[src/rtl/mux_scan_seq.sv]
// Registered N-channel, W-bit multiplexer with a direct-select mode and an
// autonomous scan mode that visits the masked channels, each for dwell+1 cycles.
module mux_scan_seq #(
    parameter int NCH     = 16,
    parameter int W       = 1,
    parameter int SELW    = $clog2(NCH),
    parameter int DWELL_W = 8
) (
    input  logic               clk,
    input  logic               rst_n,
    input  logic [NCH*W-1:0]   in,
    input  logic [SELW-1:0]    sel,
    input  logic               mode,
    input  logic               en,
    input  logic [DWELL_W-1:0] dwell,
    input  logic [NCH-1:0]     mask,
    output logic [W-1:0]       out,
    output logic [SELW-1:0]    out_ch,
    output logic               out_valid,
    output logic               wrap
);

    typedef enum logic {ST_DIRECT = 1'b0, ST_SCAN = 1'b1} state_t;

    localparam logic [SELW:0] NCH_V = (SELW+1)'(NCH);

    state_t               state_q, state_d;
    logic [SELW-1:0]      cur_ch_q, cur_ch_d;
    logic [DWELL_W-1:0]   dcnt_q, dcnt_d;
    logic                 pend_q, pend_d;
    logic [W-1:0]         out_q, out_d;
    logic [SELW-1:0]      out_ch_q, out_ch_d;
    logic                 out_valid_q, out_valid_d;
    logic                 wrap_q, wrap_d;

    logic [SELW-1:0]      lowest_s, eff_s, next_s;
    logic [DWELL_W-1:0]   base_s;
    logic                 cur_in_mask_s;

    function automatic logic [SELW-1:0] lowest_set(input logic [NCH-1:0] m);
        lowest_set = {SELW{1'b0}};
        for (int i = NCH-1; i >= 0; i--) begin
            if (m[i]) lowest_set = SELW'(i);
        end
    endfunction

    // Next set bit strictly above c, falling back to the lowest set bit (circular).
    function automatic logic [SELW-1:0] next_set(input logic [NCH-1:0] m, input logic [SELW-1:0] c);
        next_set = lowest_set(m);
        for (int i = NCH-1; i >= 0; i--) begin
            if (m[i] && (SELW'(i) > c)) next_set = SELW'(i);
        end
    endfunction

    // Next-state and next-output computation for both modes.
    always_comb begin
        state_d       = state_q;
        cur_ch_d      = cur_ch_q;
        dcnt_d        = dcnt_q;
        pend_d        = pend_q;
        out_d         = out_q;
        out_ch_d      = out_ch_q;
        out_valid_d   = 1'b0;
        wrap_d        = 1'b0;

        // A channel dropped from the mask is replaced by its successor and restarts its dwell.
        cur_in_mask_s = mask[cur_ch_q];
        lowest_s      = lowest_set(mask);
        eff_s         = cur_in_mask_s ? cur_ch_q : next_set(mask, cur_ch_q);
        base_s        = cur_in_mask_s ? dcnt_q : {DWELL_W{1'b0}};
        next_s        = next_set(mask, eff_s);

        if (!en) begin
            out_valid_d = 1'b0;
        end else if (!mode) begin
            state_d  = ST_DIRECT;
            cur_ch_d = {SELW{1'b0}};
            dcnt_d   = {DWELL_W{1'b0}};
            pend_d   = 1'b0;
            out_ch_d = sel;
            if ({1'b0, sel} < NCH_V) begin
                out_d       = in[int'(sel)*W +: W];
                out_valid_d = 1'b1;
            end else begin
                out_d       = {W{1'b0}};
                out_valid_d = 1'b0;
            end
        end else if (state_q == ST_DIRECT) begin
            state_d  = ST_SCAN;
            cur_ch_d = lowest_s;
            dcnt_d   = {DWELL_W{1'b0}};
            pend_d   = 1'b0;
        end else if (mask == {NCH{1'b0}}) begin
            out_valid_d = 1'b0;
        end else begin
            out_d       = in[int'(eff_s)*W +: W];
            out_ch_d    = eff_s;
            out_valid_d = 1'b1;
            wrap_d      = pend_q | (!cur_in_mask_s && (eff_s <= cur_ch_q));
            pend_d      = 1'b0;
            if (base_s >= dwell) begin
                cur_ch_d = next_s;
                dcnt_d   = {DWELL_W{1'b0}};
                pend_d   = (next_s <= eff_s);
            end else begin
                cur_ch_d = eff_s;
                dcnt_d   = base_s + DWELL_W'(1);
            end
        end
    end

    // State and output registers.
    always_ff @(posedge clk or negedge rst_n) begin
        if (!rst_n) begin
            state_q     <= ST_DIRECT;
            cur_ch_q    <= {SELW{1'b0}};
            dcnt_q      <= {DWELL_W{1'b0}};
            pend_q      <= 1'b0;
            out_q       <= {W{1'b0}};
            out_ch_q    <= {SELW{1'b0}};
            out_valid_q <= 1'b0;
            wrap_q      <= 1'b0;
        end else begin
            state_q     <= state_d;
            cur_ch_q    <= cur_ch_d;
            dcnt_q      <= dcnt_d;
            pend_q      <= pend_d;
            out_q       <= out_d;
            out_ch_q    <= out_ch_d;
            out_valid_q <= out_valid_d;
            wrap_q      <= wrap_d;
        end
    end

    assign out       = out_q;
    assign out_ch    = out_ch_q;
    assign out_valid = out_valid_q;
    assign wrap      = wrap_q;

endmodule

[config.mk]
export PLATFORM = sky130hd
export DESIGN_NAME = mux_scan_seq
export DESIGN_NICKNAME = d
export VERILOG_FILES = /design/src/rtl/mux_scan_seq.sv
export SDC_FILE = /design/constraint.sdc
export NUM_CORES = 1
export LEC_CHECK = 0
export BUFFER_PORTS_ARGS = -buffer_cell sky130_fd_sc_hd__buf_2
export CORE_MARGIN = 2
export CORE_UTILIZATION = 40
export CTS_CLUSTER_SIZE = 16
export DETAILED_ROUTE_END_ITERATION = 6
export GPL_ROUTABILITY_DRIVEN = 0
export PLACE_DENSITY = 0.59
export SYNTH_ARGS = -nofsm -noshare
export SYNTH_HDL_FRONTEND = slang
export SYNTH_SLANG_ARGS = --single-unit
[constraint.sdc]
create_clock -name clk -period 7.5 [get_ports clk]
set_input_delay 0.75 -clock clk [delete_from_list [all_inputs] [get_ports clk]]
set_output_delay 0.75 -clock clk [all_outputs]
set_load 0.03 [all_outputs]
; Word level (Yosys, flattened, before mapping)
; Cells that the tools add are included.
[op_classes]
eq_ne = 3
shift = 2
bitwise_logic = 1
n_lt_le_gt_ge = 36
n_div = 0
n_addsub = 1
reduce_logical = 37
mux = 79
n_mul = 0
[ops]
columns = cell, n
row1 = $mux W4, 56
row2 = $gt A4 B4 Y1 const A, 16
row3 = $mux W8, 5
row4 = $logic_and A1 B1 Y1, 33
row5 = $gt A3 B4 Y1 const A, 8
row6 = $shiftx A16 B5 Y1, 2
row7 = $mux W1, 17
row8 = $gt A1 B4 Y1 const A, 4
row9 = $gt A2 B4 Y1 const A, 4
row10 = $logic_not A16 Y1, 1
row11 = $add A8 B1 Y8 const B, 1
row12 = $ge A8 B8 Y1, 1
row13 = $le A4 B4 Y1, 2
row14 = $lt A4 B5 Y1 const B, 1
row15 = $bmux W1 S4, 1
row16 = $ne A3 B3 Y1 const B, 1
row17 = $reduce_and A3 Y1, 1
row18 = $ne A2 B1 Y1 const B, 1
row19 = $ne A2 B2 Y1 const B, 1
row20 = $reduce_and A2 Y1, 1
row21 = $logic_not A1 Y1, 1
row22 = $or A1 B1 Y1, 1
[totals]
romBits = 0
register_bits = 21
mem_count = 0
latchBits = 0
ram_bits = 0
output_inout_bits = 7

; Logic depth before layout (Yosys ltp)
[logic_depth]
ltp_word = 56
ltp_mapped = 21

; Worst setup path before layout
; OpenSTA, ideal clock, no wires.
[synth_timing]
path_type = input to register
start = input mask[8]
end = register dcnt_q[5]
required_ns = 7.390
cell_stages = 17
setup_slack_ns = 3.271
path_buffers = 3
setup_time_ns = 0.110
arrival_ns = 4.119
cell_sequence = clkbuf_1 mux4_2 nor2_1 o31ai_4 clkbuf_1 nand2_1 ha_1 nand2b_1 a21o_1 a21o_1 a21o_1 a21o_1 a21oi_1 o21a_1 buf_2 nand3_1 o41ai_1
[synth_via]
elab_chain_cells = 8
[synth_lines]
columns = element, line
row1 = "start, declared", 16  ; input logic [NCH-1:0] mask,
row2 = $bmux W1 S4, 67  ; cur_in_mask_s = mask[cur_ch_q];
row3 = $mux W1 (implied by the code), 67
row4 = $mux W8, 70  ; base_s = cur_in_mask_s ? dcnt_q : {DWELL_W{1'b0}};
row5 = $add A8 B1 Y8 / $ge A8 B8 Y1 (equally long branches), "107, 101"
row6 = $mux W8, 101  ; if (base_s >= dwell) begin
row7 = $mux W8, 93  ; end else if (mask == {NCH{1'b0}}) begin
row8 = $mux W8, 88  ; end else if (state_q == ST_DIRECT) begin
row9 = $mux W8, 75  ; end else if (!mode) begin
row10 = "end signal, assigned", 117  ; dcnt_q <= {DWELL_W{1'b0}};
row11 = "end signal, assigned", 126  ; dcnt_q <= dcnt_d;
row12 = "end, declared", 29  ; logic [DWELL_W-1:0] dcnt_q, dcnt_d;
; Several ways; a longest one is shown, not always the timed one. The select of a mux whose other input is x is not followed.
; A chain may end at the register's enable or synchronous reset.

; Final worst setup path
[layout_timing]
start = register cur_ch_q[3]
end = register pend_q
[layout_via]
elab_chain_cells = 42
[layout_lines]
columns = element, line
row1 = "start, declared", 28  ; logic [SELW-1:0] cur_ch_q, cur_ch_d;
row2 = "start signal, assigned", 116  ; cur_ch_q <= {SELW{1'b0}};
row3 = "start signal, assigned", 125  ; cur_ch_q <= cur_ch_d;
row4 = $gt A4 B4 Y1, 51  ; if (m[i] && (SELW'(i) > c)) next_set = SELW'(i);
row5 = $logic_and A1 B1 Y1, 51
row6 = $mux W4 (16 in series), 51
row7 = $mux W4, 69  ; eff_s = cur_in_mask_s ? cur_ch_q : next_set(mask, cur_ch_q);
row8 = $gt A4 B4 Y1, 51
row9 = $logic_and A1 B1 Y1, 51
row10 = $mux W4 (16 in series), 51
row11 = $le A4 B4 Y1, 104  ; pend_d = (next_s <= eff_s);
row12 = $mux W1 *, 101
row13 = $mux W1 *, 93
row14 = $mux W1 *, 88
row15 = $mux W1 *, 75
row16 = "end signal, assigned", 127  ; pend_q <= pend_d;
row17 = "end, declared", 30  ; logic pend_q, pend_d;
; Every way passes the cells marked *; elsewhere a longest branch is shown, timed or not. The select of a mux whose other input is x is not followed.

==> run summary <==
status: finished clean
worst-skew pair later-pin latency: 260 ps
Post-CTS Setup Bufs: 0
layout net count: 507
area grow syn2layout: 8.95%
total design power: 601 uW
Post-CTS Resized: 0
largest net degree at the start of global routing: 22
# DRC: 0
max layer used: met4
io pins: 55
critical path data arrival time: 5030 ps
TritonRoute pass-1 iters: 5
Worst Hold Class: in2async
final global-route overflow total: 0
Die X: 93.1 um
Buffers on Ports: 54
most common cell after layout, fill and taps aside: buf_2
Slew HR: 36.3%
Syn Std Cell Area: 3170 um^2
period utilisation layout: 64.7%
worst slew pin tran: 949 ps
RSZ-0062 raised after global routing: false
Post-DRT Antenna Nets: 0
Top FF cell, synth: dfrtp_1
register area share after synthesis: 16.6%
final setup margin: 2650 ps
CTS tree: built
fraction of layout cells with a size suffix above 1: 20.6%
TNS Setup: 0 ps
initial antenna violation count: 0
H-tree depth: 1
leakage power: 0.00151 uW
CP startpoint kind: flop
post-synth top area cell: dfrtp_1
final hold violations: 0
# diodes: 0
fraction of registers with async set/reset: 100%
fmax: 0.206 GHz
Yosys cell types: 82
most frequent cells in the layout: buf_2 (54), nand2_1 (44), nor2_1 (34), o21ai_0 (25), a21oi_1 (23)
starting density of the core: 41.1%
critical path capture point type: flop
Final HPWL DP: 7350 um
endpoints failing setup: 0
clk slew on worst S/H paths: 80 ps
Reg area: 526 um^2
global-route usage over all layers: 21.8%
footprint of the multi-input gates: 2390 um^2
Comb power frac: 63.3%
Post-Route WL: 9300 um
Fill cells: 774
Setup Crit Path Kind: reg2reg
switching share of power: 48.6%
Vias per Instance: 6.24
via count: 3,390
DR WL met2: 4130 um
worst slack at placement: 2510 ps
drt wl/cell: 17.1 um
chip height: 93.1 um
WL met1: 4200 um
Fin Clk Skew: 1.88 ps
Core Area: 7730 um^2
Cell Rows: 32
top-area cell type share of the netlist area: 16.6%
Post-synth EDFFs: 0
CP max FO: 21
Period minus WS final: 4850 ps
Sequential Power Share: 24.5%
Yosys reg bits: 21
clock buffers created by TritonCTS: 3
PD cells: 174 nW/um^2
clock power share: 12.2%
worst vdd ir: 0.000130 V
Critical Path RT: 7680 ps
vias in the first global route: 3,198
initial DRC count: 391
P_sw: 292 uW
Synth area leaders: dfrtp_1 (17%), ha_1 (6.7%), nand2_1 (5.2%)
synth warn: 0
syn_area_per_cell: 7.65 um^2
maximum root-to-sink buffer count: 2
Max Cap Viol: 0
Post-Syn Instances: 415
WL met3: 812 um
P_int: 309 uW
clock tree root buffer cell: clkbuf_8
Die ar.: 8660 um^2
clk sinks: 21
Hold-fix buffers, CTS: 0
Slew Viols, Final: 0
first-pass GRT wire length: 15,500 um
Synthesized Nets: 480
==> sequential cells by signal, summed over array words and instances (netlist names) <==
name       flops
state_q        1
cur_ch_q       4
out            1
out_valid      1
pend_q         1
out_ch         4
dcnt_q         8
wrap           1
==> synthesized netlist by cell type (all sizes together), types with 3 or more instances <==
master	n
nor4	4
nor2	35
a22oi	4
and4	3
a21o	5
nand4	4
a221oi	3
clkbuf	17
mux2i	16
a21boi	4
a32oi	3
nor3	5
mux4	4
inv	23
nand3	11
o211ai	7
a22o	4
nor2b	9
nand2	46
nand2b	9
o22ai	6
o21ai	33
a2bb2oi	3
and2	11
a211oi	6
dfrtp	21
o31a	4
buf	15
ha	17
a31oi	6
or4	3
o31ai	6
o21a	4
mux2	6
a21oi	24
==> metrics by stage <==
step | util (%) | cells | hold WS, ps | instance area [um^2]
6_report | 44.8 | 543 | 445 | 3460
5_1_grt | 44.8 | 543 | 470 | 3460
4_1_cts | 44.8 | 543 | 461 | 3460
3_5_place_dp | 44.2 | 539 | 466 | 3410
3_3_place_gp | 44.2 | 539 | 469 | 3410
2_1_floorplan | - | 415 | 437 | 3170
==> worst max-delay path, cell delays in order (launching register included) <==
cell and delay, ps:
dfrtp_1 750, and2_1 350, a2bb2oi_1 340, nand2_1 120, o311a_1 380, o21ai_1 760, inv_1 390, a41oi_1 320
a211oi_1 70, a211oi_1 420, ha_1 230, nor2b_1 40, o21ai_0 140, nand2b_1 70, a21oi_1 130, o21ai_0 100
o21ai_0 150
==> kinds of logic (layout without fill, tap and decap cells) <==
| kind of cell | count (synthesis) | count (layout) | share of synthesized area [%] |
|---|---|---|---|
| buffers and inverters | 56 | 82 | 8.36 |
| adders and majority gates | 17 | 17 | 6.70 |
| and+or+nand+nor | 147 | 147 | 23.8 |
| DFF | 21 | 21 | 16.6 |
| AOI/OAI and AO/OA | 148 | 148 | 34.6 |
| muxes | 26 | 26 | 10.0 |
==> metal layers <==
| metal | GRT usage (%) | up-vias |
|---|---|---|
| met5 | 0 | - |
| met4 | 4.29 | 0 |
| met3 | 2.50 | 21 |
| met2 | 35.5 | 178 |
| met1 | 31.3 | 1578 |
| li1 | - | 1613 |
==> power groups by stage <==
stage | combinational [uW] | clock (uW) | sequential, uW
after CTS | 377 | 77.2 | 147
after detailed placement | 375 | 0 | 149
after floorplan | 289 | 0 | 152
after global routing | 419 | 81.9 | 151
after global placement | 374 | 0 | 149
final | 381 | 73.2 | 147
==> area by class of cell <==
type / count / share of cell area (%)
multi-input cells: 338 / 69.1
clock inverters: 1 / 0.145
inverters: 24 / 2.89
flip-flops and latches: 21 / 15.2
well taps: 102 / 3.69
clock buffers: 3 / 1.19
repair buffers: 54 / 7.81
==> worst paths after layout <==
| check | from | end | slack, ps | cells after the start |
|---|---|---|---|---|
| worst max-delay path | cur_ch_q[3]$_DFFE_PN0P_ | pend_q$_DFFE_PN0P_ | 2650 | 16 |
| worst min-delay path | rst_n | out_ch[1]$_DFFE_PN0P_ | 450 | 1 |
| worst max register to register | cur_ch_q[3]$_DFFE_PN0P_ | pend_q$_DFFE_PN0P_ | 2650 | 16 |
| worst min register to register | dcnt_q[7]$_DFFE_PN0P_ | dcnt_q[7]$_DFFE_PN0P_ | 480 | 1 |
| max in group asynchronous | rst_n | pend_q$_DFFE_PN0P_ | 6730 | 1 |
| min in group clk | dcnt_q[7]$_DFFE_PN0P_ | dcnt_q[7]$_DFFE_PN0P_ | 480 | 1 |
(Power assumes the default switching activity.)
